<file path="src/rtl/toggle_scan.sv">
// -----------------------------------------------------------------------------
// toggle_scan
// Multi-channel push-on/push-off controller. A single debounce and edge engine
// is time-shared round-robin across all channels. Each channel gets one
// evaluation (EVAL) cycle per frame. A debounced rising edge on a channel flips
// that channel's latched output. A host write port can force any channel's
// output to a given value; the write takes effect at that channel's next EVAL.
//
// Parameters:
//   CHANNELS  number of channels (1..64)
//   DEBOUNCE  consecutive differing samples needed to accept a new level (>=1)
//   SCAN_DIV  clocks per channel slot (>=2)
//
// Ports:
//   clk        system clock
//   rst        asynchronous reset, active-high
//   din        raw asynchronous channel inputs
//   set_valid  host write request
//   set_ready  write port can accept a request (low while a write is pending)
//   set_chan   channel index of the write (out-of-range index is dropped)
//   set_value  value forced onto dout[set_chan]
//   dout       latched toggle outputs
//   o_event    (only with TOGGLE_SCAN_EVENT_EN) one-clock pulse per
//              toggle-induced change of dout; named o_event because "event"
//              is a reserved word
//
// Optional feature macro: TOGGLE_SCAN_EVENT_EN
// -----------------------------------------------------------------------------
module toggle_scan #(
   parameter int unsigned CHANNELS = 8,
   parameter int unsigned DEBOUNCE = 16,
   parameter int unsigned SCAN_DIV = 4,
   localparam int unsigned PTR_W   = (CHANNELS > 1) ? $clog2(CHANNELS) : 1
) (
   input  logic                clk,
   input  logic                rst,
   input  logic [CHANNELS-1:0] din,
   input  logic                set_valid,
   output logic                set_ready,
   input  logic [PTR_W-1:0]    set_chan,
   input  logic                set_value,
   output logic [CHANNELS-1:0] dout
`ifdef TOGGLE_SCAN_EVENT_EN
   ,
   output logic [CHANNELS-1:0] o_event
`endif
);

   localparam int unsigned CNT_W = $clog2(DEBOUNCE + 1);
   localparam int unsigned DIV_W = $clog2(SCAN_DIV);

   logic [CHANNELS-1:0] r_sync1;
   logic [CHANNELS-1:0] r_sync2;
   logic [CHANNELS-1:0] r_stable;
   logic [CHANNELS-1:0] r_dout;
   logic [CNT_W-1:0]    r_cnt [CHANNELS];
   logic [DIV_W-1:0]    r_div;
   logic [PTR_W-1:0]    r_ptr;
   logic                r_pend;
   logic [PTR_W-1:0]    r_pend_chan;
   logic                r_pend_val;
   logic                r_ready;
`ifdef TOGGLE_SCAN_EVENT_EN
   logic [CHANNELS-1:0] r_event;
`endif

   logic             w_eval;
   logic             w_s;
   logic             w_l;
   logic [CNT_W-1:0] w_cnt;
   logic [CNT_W-1:0] w_cnt_inc;
   logic             w_qual;
   logic             w_pend_bad;
   logic             w_pend_hit;
   logic [PTR_W-1:0] w_ptr_next;

   // Shared engine: view of the channel currently owning the slot
   always_comb begin
      w_eval     = (r_div == DIV_W'(SCAN_DIV - 1));
      w_s        = r_sync2[r_ptr];
      w_l        = r_stable[r_ptr];
      w_cnt      = r_cnt[r_ptr];
      w_cnt_inc  = w_cnt + CNT_W'(1);
      w_qual     = (w_s != w_l) && (w_cnt_inc == CNT_W'(DEBOUNCE));
      w_pend_bad = ({1'b0, r_pend_chan} >= (PTR_W + 1)'(CHANNELS));
      w_pend_hit = r_pend && !w_pend_bad && (r_pend_chan == r_ptr);
      w_ptr_next = (r_ptr == PTR_W'(CHANNELS - 1)) ? '0 : r_ptr + PTR_W'(1);
   end

   // Synchronizers, scheduler, debounce, toggle and write handling
   always_ff @(posedge clk or posedge rst) begin
      if (rst) begin
         r_sync1     <= '0;
         r_sync2     <= '0;
         r_stable    <= '0;
         r_dout      <= '0;
         for (int unsigned i = 0; i < CHANNELS; i++) r_cnt[i] <= '0;
         r_div       <= '0;
         r_ptr       <= '0;
         r_pend      <= 1'b0;
         r_pend_chan <= '0;
         r_pend_val  <= 1'b0;
         r_ready     <= 1'b1;
`ifdef TOGGLE_SCAN_EVENT_EN
         r_event     <= '0;
`endif
      end else begin
         r_sync1 <= din;
         r_sync2 <= r_sync1;
`ifdef TOGGLE_SCAN_EVENT_EN
         r_event <= '0;
`endif
         if (w_eval) begin
            r_div <= '0;
            r_ptr <= w_ptr_next;
            if (w_s == w_l) begin
               r_cnt[r_ptr] <= '0;
            end else if (w_qual) begin
               r_stable[r_ptr] <= w_s;
               r_cnt[r_ptr]    <= '0;
               // A pending write to this channel overrides the toggle
               if (w_s && !w_pend_hit) begin
                  r_dout[r_ptr] <= ~r_dout[r_ptr];
`ifdef TOGGLE_SCAN_EVENT_EN
                  r_event[r_ptr] <= 1'b1;
`endif
               end
            end else begin
               r_cnt[r_ptr] <= w_cnt_inc;
            end
            if (w_pend_hit) r_dout[r_ptr] <= r_pend_val;
            // Out-of-range writes are dropped at the first EVAL of any channel
            if (r_pend && (w_pend_bad || w_pend_hit)) begin
               r_pend  <= 1'b0;
               r_ready <= 1'b1;
            end
         end else begin
            r_div <= r_div + DIV_W'(1);
         end
         if (set_valid && r_ready) begin
            r_pend      <= 1'b1;
            r_pend_chan <= set_chan;
            r_pend_val  <= set_value;
            r_ready     <= 1'b0;
         end
      end
   end

   assign dout      = r_dout;
   assign set_ready = r_ready;
`ifdef TOGGLE_SCAN_EVENT_EN
   assign o_event   = r_event;
`endif

endmodule
</file>
<file path="config.mk">
export PLATFORM = sky130hd
export DESIGN_NAME = toggle_scan
export DESIGN_NICKNAME = d
export VERILOG_FILES = /design/src/rtl/toggle_scan.sv
export SDC_FILE = /design/constraint.sdc
export NUM_CORES = 1
export LEC_CHECK = 0
export BUFFER_PORTS_ARGS = -buffer_cell sky130_fd_sc_hd__buf_2
export CORE_MARGIN = 2
export CORE_UTILIZATION = 55
export DETAILED_ROUTE_END_ITERATION = 12
export GPL_ROUTABILITY_DRIVEN = 0
export MAX_ROUTING_LAYER = met4
export PLACE_DENSITY = 0.87
export SLEW_MARGIN = 15
export SYNTH_ARGS = -nofsm -noshare
export SYNTH_HDL_FRONTEND = slang
export SYNTH_SLANG_ARGS = --single-unit
</file>
<file path="constraint.sdc">
create_clock -name clk -period 2.8 [get_ports clk]
set_input_delay 0.56 -clock clk [delete_from_list [all_inputs] [get_ports clk]]
set_output_delay 0.56 -clock clk [all_outputs]
set_load 0.02 [all_outputs]
</file>
==> flow_metrics.env, run 1 <==
export IMPL_coreArea_sq_um=7140
export IMPL_post_route_period_util=1.03
export IMPL_worstMarginPinSlew_ns=0.841
export IMPL_clock_latency_ns=0.38
export IMPL_grt_first_pass_wirelength_um=15500
export IMPL_antenna_left=0
export IMPL_crit_path_max_incr_delay_ns=0.44
export IMPL_required_ns=3.06
export IMPL_hp_class="input pin to async pin"
export IMPL_synth_net_count=384
export IMPL_start_util=0.560
export IMPL_power_total_uw=2470
export IMPL_crit_family="simple AND/OR/NAND/NOR gates"
export IMPL_antenna_found_initial=0
export IMPL_first_global_vias=3078
export IMPL_firstDrtPassIters=5
export IMPL_nets=435
export IMPL_drv_cap=0
export IMPL_fill_cells=509
export IMPL_die_w_um=89.3
export IMPL_setup_viol=8
export IMPL_p_leak_uw=0.00209
export IMPL_rsz0062_at_grt="true"
export IMPL_fp_dieH_um=89.3
export IMPL_die_area_sq_um=7970
export IMPL_cts_htree_levels=3
export IMPL_ys_types=54
export IMPL_via_per_inst=6.60
export IMPL_diodes=0
export IMPL_powerDensity_nw_per_um2=515
export IMPL_clockBufferDepth=2
export IMPL_startpoint_type="register"
export IMPL_worst_path_max_fanout=8
export IMPL_ys_warn_count=0
export IMPL_crit_type="register to register"
export IMPL_grt_max_degree=50
export IMPL_yosysSeqAreaShare=0.520
export IMPL_cts_sinks=83
export IMPL_crit_path_cell_trace="buf_2, and2_1, a221oi_1, o21ai_1, ha_2, or2_4, nor3_4, buf_4, nand3_4, a21oi_1, mux2_1"
export IMPL_syn_avg_cell_area_sq_um=11.0
export IMPL_max_freq_ghz=0.346
export IMPL_slew_viol_final=0
export IMPL_drive_above_1_share=0.300
export IMPL_cts_root_buf="clkbuf_8"
export IMPL_ir_worst_vdd_uv=413
export IMPL_post_place_ws_ns=-0.0647
export IMPL_ys_seq_elements=83
export IMPL_ios=24
export IMPL_skew_ns=0.0151
export IMPL_grt_overflow=0
export IMPL_cp_arrival_ns=3.15
export IMPL_synth_area_leaders="dfrtp_1 51%, nand2_1 5.5%, mux4_2 4.5%, o31ai_1 3.2%, o21ai_0 3.0%"
export IMPL_drt_iter0_drc=477
export IMPL_synth_top_area_cell="dfrtp_1"
export IMPL_hold_worst_slack_ns=0.224
export IMPL_crit_buf_inv=2
export IMPL_portBuffers=23
export IMPL_cp_slowest_cell="dfrtp_2"
export IMPL_setup_ws_ns=-0.0875
export IMPL_wire_per_inst_um=21.5
export IMPL_cts_made_buffers=9
export IMPL_relSlewSlack=0.439
export IMPL_hold_viol_final=0
export IMPL_route_detailed_drc=0
export IMPL_vias=3423
export IMPL_critPathCaptureType="register"
export IMPL_synthCells=364
export IMPL_cts_tree="built"
export IMPL_clkTransAtPathRegs_ns=0.09
export IMPL_fin_crit_ns=2.89
export IMPL_synth_top_cell_area_share=0.513
export IMPL_grt_usage=0.270
export IMPL_wl_um=11200
export IMPL_rows=31
export IMPL_violations="setup timing"
export IMPL_synth_area_sq_um=4000
export IMPL_areaGrowthSynthToFinish_pct=20.0
export IMPL_setup_tns_final_ns=-0.375
export IMPL_status="complete, but fails checks"
export IMPL_dp_hpwl_um=6740
-- synthesized netlist by cell type, drive strengths merged --
library cell  count
dfrtp            82
nand2            59
o21ai            30
o31ai            17
mux2             16
nand3            15
clkbuf           13
a21oi            11
buf              10
mux2i             8
mux4              8
nor2              7
nand4             6
nor2b             6
nor3              6
a211o             5
a31oi             5
ha                5
inv               5
a221oi            4
a2bb2oi           4
nand2b            4
o2111ai           4
and2              3
and3              3
o221ai            3
xnor2             3
a211oi            2
a21o              2
a22oi             2
and3b             2
and4              2
clkinv            2
o211ai            2
a21boi            1
dfstp             1
nor3b             1
o22a              1
o2bb2ai           1
o31a              1
or2               1
xor2              1
-- where the power goes --
part           leakage, uW  internal (uW)  switching (uW)
logic             0.000938            113             163
registers          0.00106           1280            59.0
clock network     0.000101            353             507
-- final timing paths --
| kind | slack, ns | end | start | cells past startpoint |
|---|---|---|---|---|
| worst max-delay path | -0.09 | r_stable[5] | r_ptr[0] | 11 |
| worst min-delay path | 0.22 | r_cnt[30] | rst | 2 |
| worst max register to register | -0.09 | r_stable[5] | r_ptr[0] | 11 |
| worst min register to register | 0.36 | r_sync2[7] | r_sync1[7] | 0 |
| max in group asynchronous | 1.88 | set_ready | rst | 3 |
| min in group clk | 0.28 | r_sync1[0] | din[0] | 1 |
-- kinds of logic (layout without fill, tap and decap cells) --
group	after synthesis	after routing	share of synthesized area
buffers and inverters	30	86	0.0366
XOR/XNOR	4	4	0.0106
flip-flops	83	83	0.520
AND/OR/NAND/NOR	115	115	0.137
adder cells (fa/ha/maj)	5	5	0.0156
AO/OA/AOI/OAI	95	95	0.169
multiplexers	32	32	0.112
-- area by class of cell --
type	instances	area [sq um]	share of cell area
sequential	83	2080	0.434
multi-input combinational	251	1900	0.396
timing repair buffer	63	465	0.0970
clock inverter	7	73.8	0.0154
clock buffer	9	124	0.0258
tap	99	124	0.0258
inverter	7	27.5	0.00574
-- routing by layer --
metal	track usage	routed length, um
met4	0.171	681
met1	0.335	4100
met2	0.401	5480
met3	0.0609	890
met5	-	0
-- through the flow --
step / area, sq um / utilization / instances
after CTS: 4610 / 0.646 / 511
after detailed placement: 4400 / 0.616 / 495
after floorplan: 4000 / - / 364
final: 4800 / 0.672 / 519
after global placement: 4400 / 0.616 / 495
after global routing: 4800 / 0.672 / 519
-- layout by cell type, fill, tap and decap left out, drive strengths merged, types with 6 or more instances in the layout --
cell,n
o31ai,17
mux2,16
nand2,59
nor3,6
mux4,8
nor2,7
buf,63
nand3,15
o21ai,30
clkbuf,9
dfrtp,82
nand4,6
nor2b,6
inv,9
mux2i,8
a21oi,11
-- state kept, by name (all words and copies together), names as in the netlist --
name         flops
r_sync1          8
set_ready        1
r_div            2
r_pend           1
r_pend_chan      3
r_cnt           40
r_pend_val       1
r_ptr            3
r_stable         8
r_sync2          8
dout             8
-- what timing repair did --
item / 4_1_cts / 5_1_grt
gates resized for setup: 6 / 25
hold buffers: 0 / 0
setup buffers: 0 / 8
pin swaps: 0 / 10
setup endpoints to repair: 12 / 40
Power figures use the tool's default switching activity.
==> run 2: changes to the inputs <==
- CELL_PAD_IN_SITES_DETAIL_PLACEMENT: unset -> 0
- CELL_PAD_IN_SITES_GLOBAL_PLACEMENT: unset -> 1
- CORE_UTILIZATION: 55 -> 44
==> run 2 against run 1 <==
Die area rose by 24%. Clock-buffer cell count unchanged. Critical endpoint is now r_stable[2]. Critical path type unchanged. Combinational power hardly changed. Hold slack improved by 0.026 ns. Largest cell class unchanged. Cell count rose by 1.7%. The run still ends with setup timing left.
==> flow_metrics.env, run 2 (synthesis results as in run 1) <==
export IMPL_status="complete, but fails checks"
export IMPL_violations="setup timing"
export IMPL_post_route_period_util=1.00
export IMPL_clock_latency_ns=0.37
export IMPL_wire_per_inst_um=18.9
export IMPL_critPathCaptureType="register"
export IMPL_portBuffers=23
export IMPL_drt_iter0_drc=196
export IMPL_rows=34
export IMPL_cp_arrival_ns=3.06
export IMPL_wl_met2_um=4730
export IMPL_firstDrtPassIters=5
export IMPL_final_area_sq_um=4890
export IMPL_first_global_vias=3038
export IMPL_coreArea_sq_um=8760
export IMPL_fin_crit_ns=2.81
export IMPL_grt_overflow=0
export IMPL_diodes=0
export IMPL_final_common_cell="dfrtp_1"
export IMPL_areaGrowthSynthToFinish_pct=22.2
export IMPL_worstMarginPinSlew_ns=0.998
export IMPL_route_detailed_drc=0
export IMPL_fill_cells=739
export IMPL_via_per_inst=5.83
export IMPL_dp_hpwl_um=6710
export IMPL_max_freq_ghz=0.356
export IMPL_clockBufferDepth=2
export IMPL_cts_sinks=83
export IMPL_final_cell_mix="79 x dfrtp_1, 59 x nand2_1, 34 x buf_4"
export IMPL_drv_cap=0
export IMPL_antenna_found_initial=0
export IMPL_fin_cells=528
export IMPL_slew_viol_final=0
export IMPL_crit_type="register to register"
export IMPL_cts_htree_levels=3
export IMPL_hold_viol_final=0
export IMPL_start_util=0.456
export IMPL_setup_ws_ns=-0.00953
export IMPL_startpoint_type="register"
export IMPL_setup_viol=1
export IMPL_grt_first_pass_wirelength_um=15700
export IMPL_die_w_um=99.3
export IMPL_hp_class="input pin to async pin"
export IMPL_largest_reg_flops=40
export IMPL_fp_dieH_um=99.3
export IMPL_cts_made_buffers=9
export IMPL_skew_ns=0.00511
export IMPL_clkTransAtPathRegs_ns=0.09
export IMPL_p_leak_uw=0.00210
export IMPL_wl_um=9970
export IMPL_required_ns=3.05
export IMPL_ir_worst_vdd_uv=270
export IMPL_rsz0062_at_grt="true"
export IMPL_relSlewSlack=0.334
export IMPL_cts_root_buf="clkbuf_8"
export IMPL_placed_cells_incl_taps=503
export IMPL_nets=435
export IMPL_grt_max_degree=50
export IMPL_worst_path_max_fanout=8
export IMPL_vias=3077
export IMPL_ios=24
export IMPL_wl_met1_um=4510
export IMPL_die_area_sq_um=9870
export IMPL_drive_above_1_share=0.326
export IMPL_place_area_sq_um=4400
export IMPL_regMostFlops="r_cnt"
export IMPL_powerDensity_nw_per_um2=535
export IMPL_grt_usage=0.214
export IMPL_antenna_left=0
export IMPL_r2r_start="r_ptr[0]"
export IMPL_dr_wl_met3_um=418
export IMPL_cts_tree="built"
export IMPL_final_util=0.558
export IMPL_maxUsedRoutingLayer="met4"
export IMPL_crit_start="r_ptr[0]"
## run 2: final timing paths
check | to | slack [ns] | depth (start not counted)
max | r_stable[2] | -0.01 | 9
min | r_cnt[23] | 0.25 | 2
max reg2reg | r_stable[2] | -0.01 | 9
min reg2reg | r_sync2[0] | 0.36 | 0
max in group asynchronous | set_ready | 1.83 | 3
min in group clk | r_sync1[1] | 0.29 | 1
## run 2: what timing repair did
item,in CTS,in global routing
hold buffers,0,0
pin swaps,1,17
resized for setup,2,36
endpoints found under the setup margin,10,40
buffers inserted,0,9
## run 2: worst max-delay path: stages (launching register included)
cell and delay [ns]:
dfrtp_2 0.46, buf_4 0.16, buf_4 0.15, nand2b_1 0.15, o221ai_1 0.22, o2bb2ai_2 0.23
xor2_2 0.35, o2111ai_4 0.34, a21oi_2 0.25, mux2_1 0.36
## run 2: through the flow
stage	hold slack [ns]	total power (uW)	worst slack, ns	setup TNS, ns
after floorplan	0.331	1520	0.000552	0
after global placement	0.334	1610	0.0283	0
after detailed placement	0.335	1620	-0.0900	-0.587
after CTS	0.269	2610	-0.0102	-0.0204
after global routing	0.279	2720	-0.0690	-0.464
final	0.250	2620	-0.00953	-0.00953
## run 2: routing by layer
layer,vias up,track usage
li1,1433,-
met1,1534,0.284
met2,83,0.321
met3,27,0.0372
met4,0,0.102
met5,-,-
## run 2: final cells by class
class	count	area, sq um	share of cell area
flip-flops and latches	83	2080	0.426
multi-input cells	251	1940	0.396
repair buffers	63	473	0.0968
well taps	108	135	0.0276
clock buffers	9	124	0.0253
clock inverters	7	109	0.0223
inverters	7	27.5	0.00563
## run 2: where the power goes
| group | internal, uW | total, uW | switching [uW] |
|---|---|---|---|
| clock | 521 | 1000 | 479 |
| sequential | 1280 | 1340 | 62.4 |
| combinational | 118 | 278 | 161 |
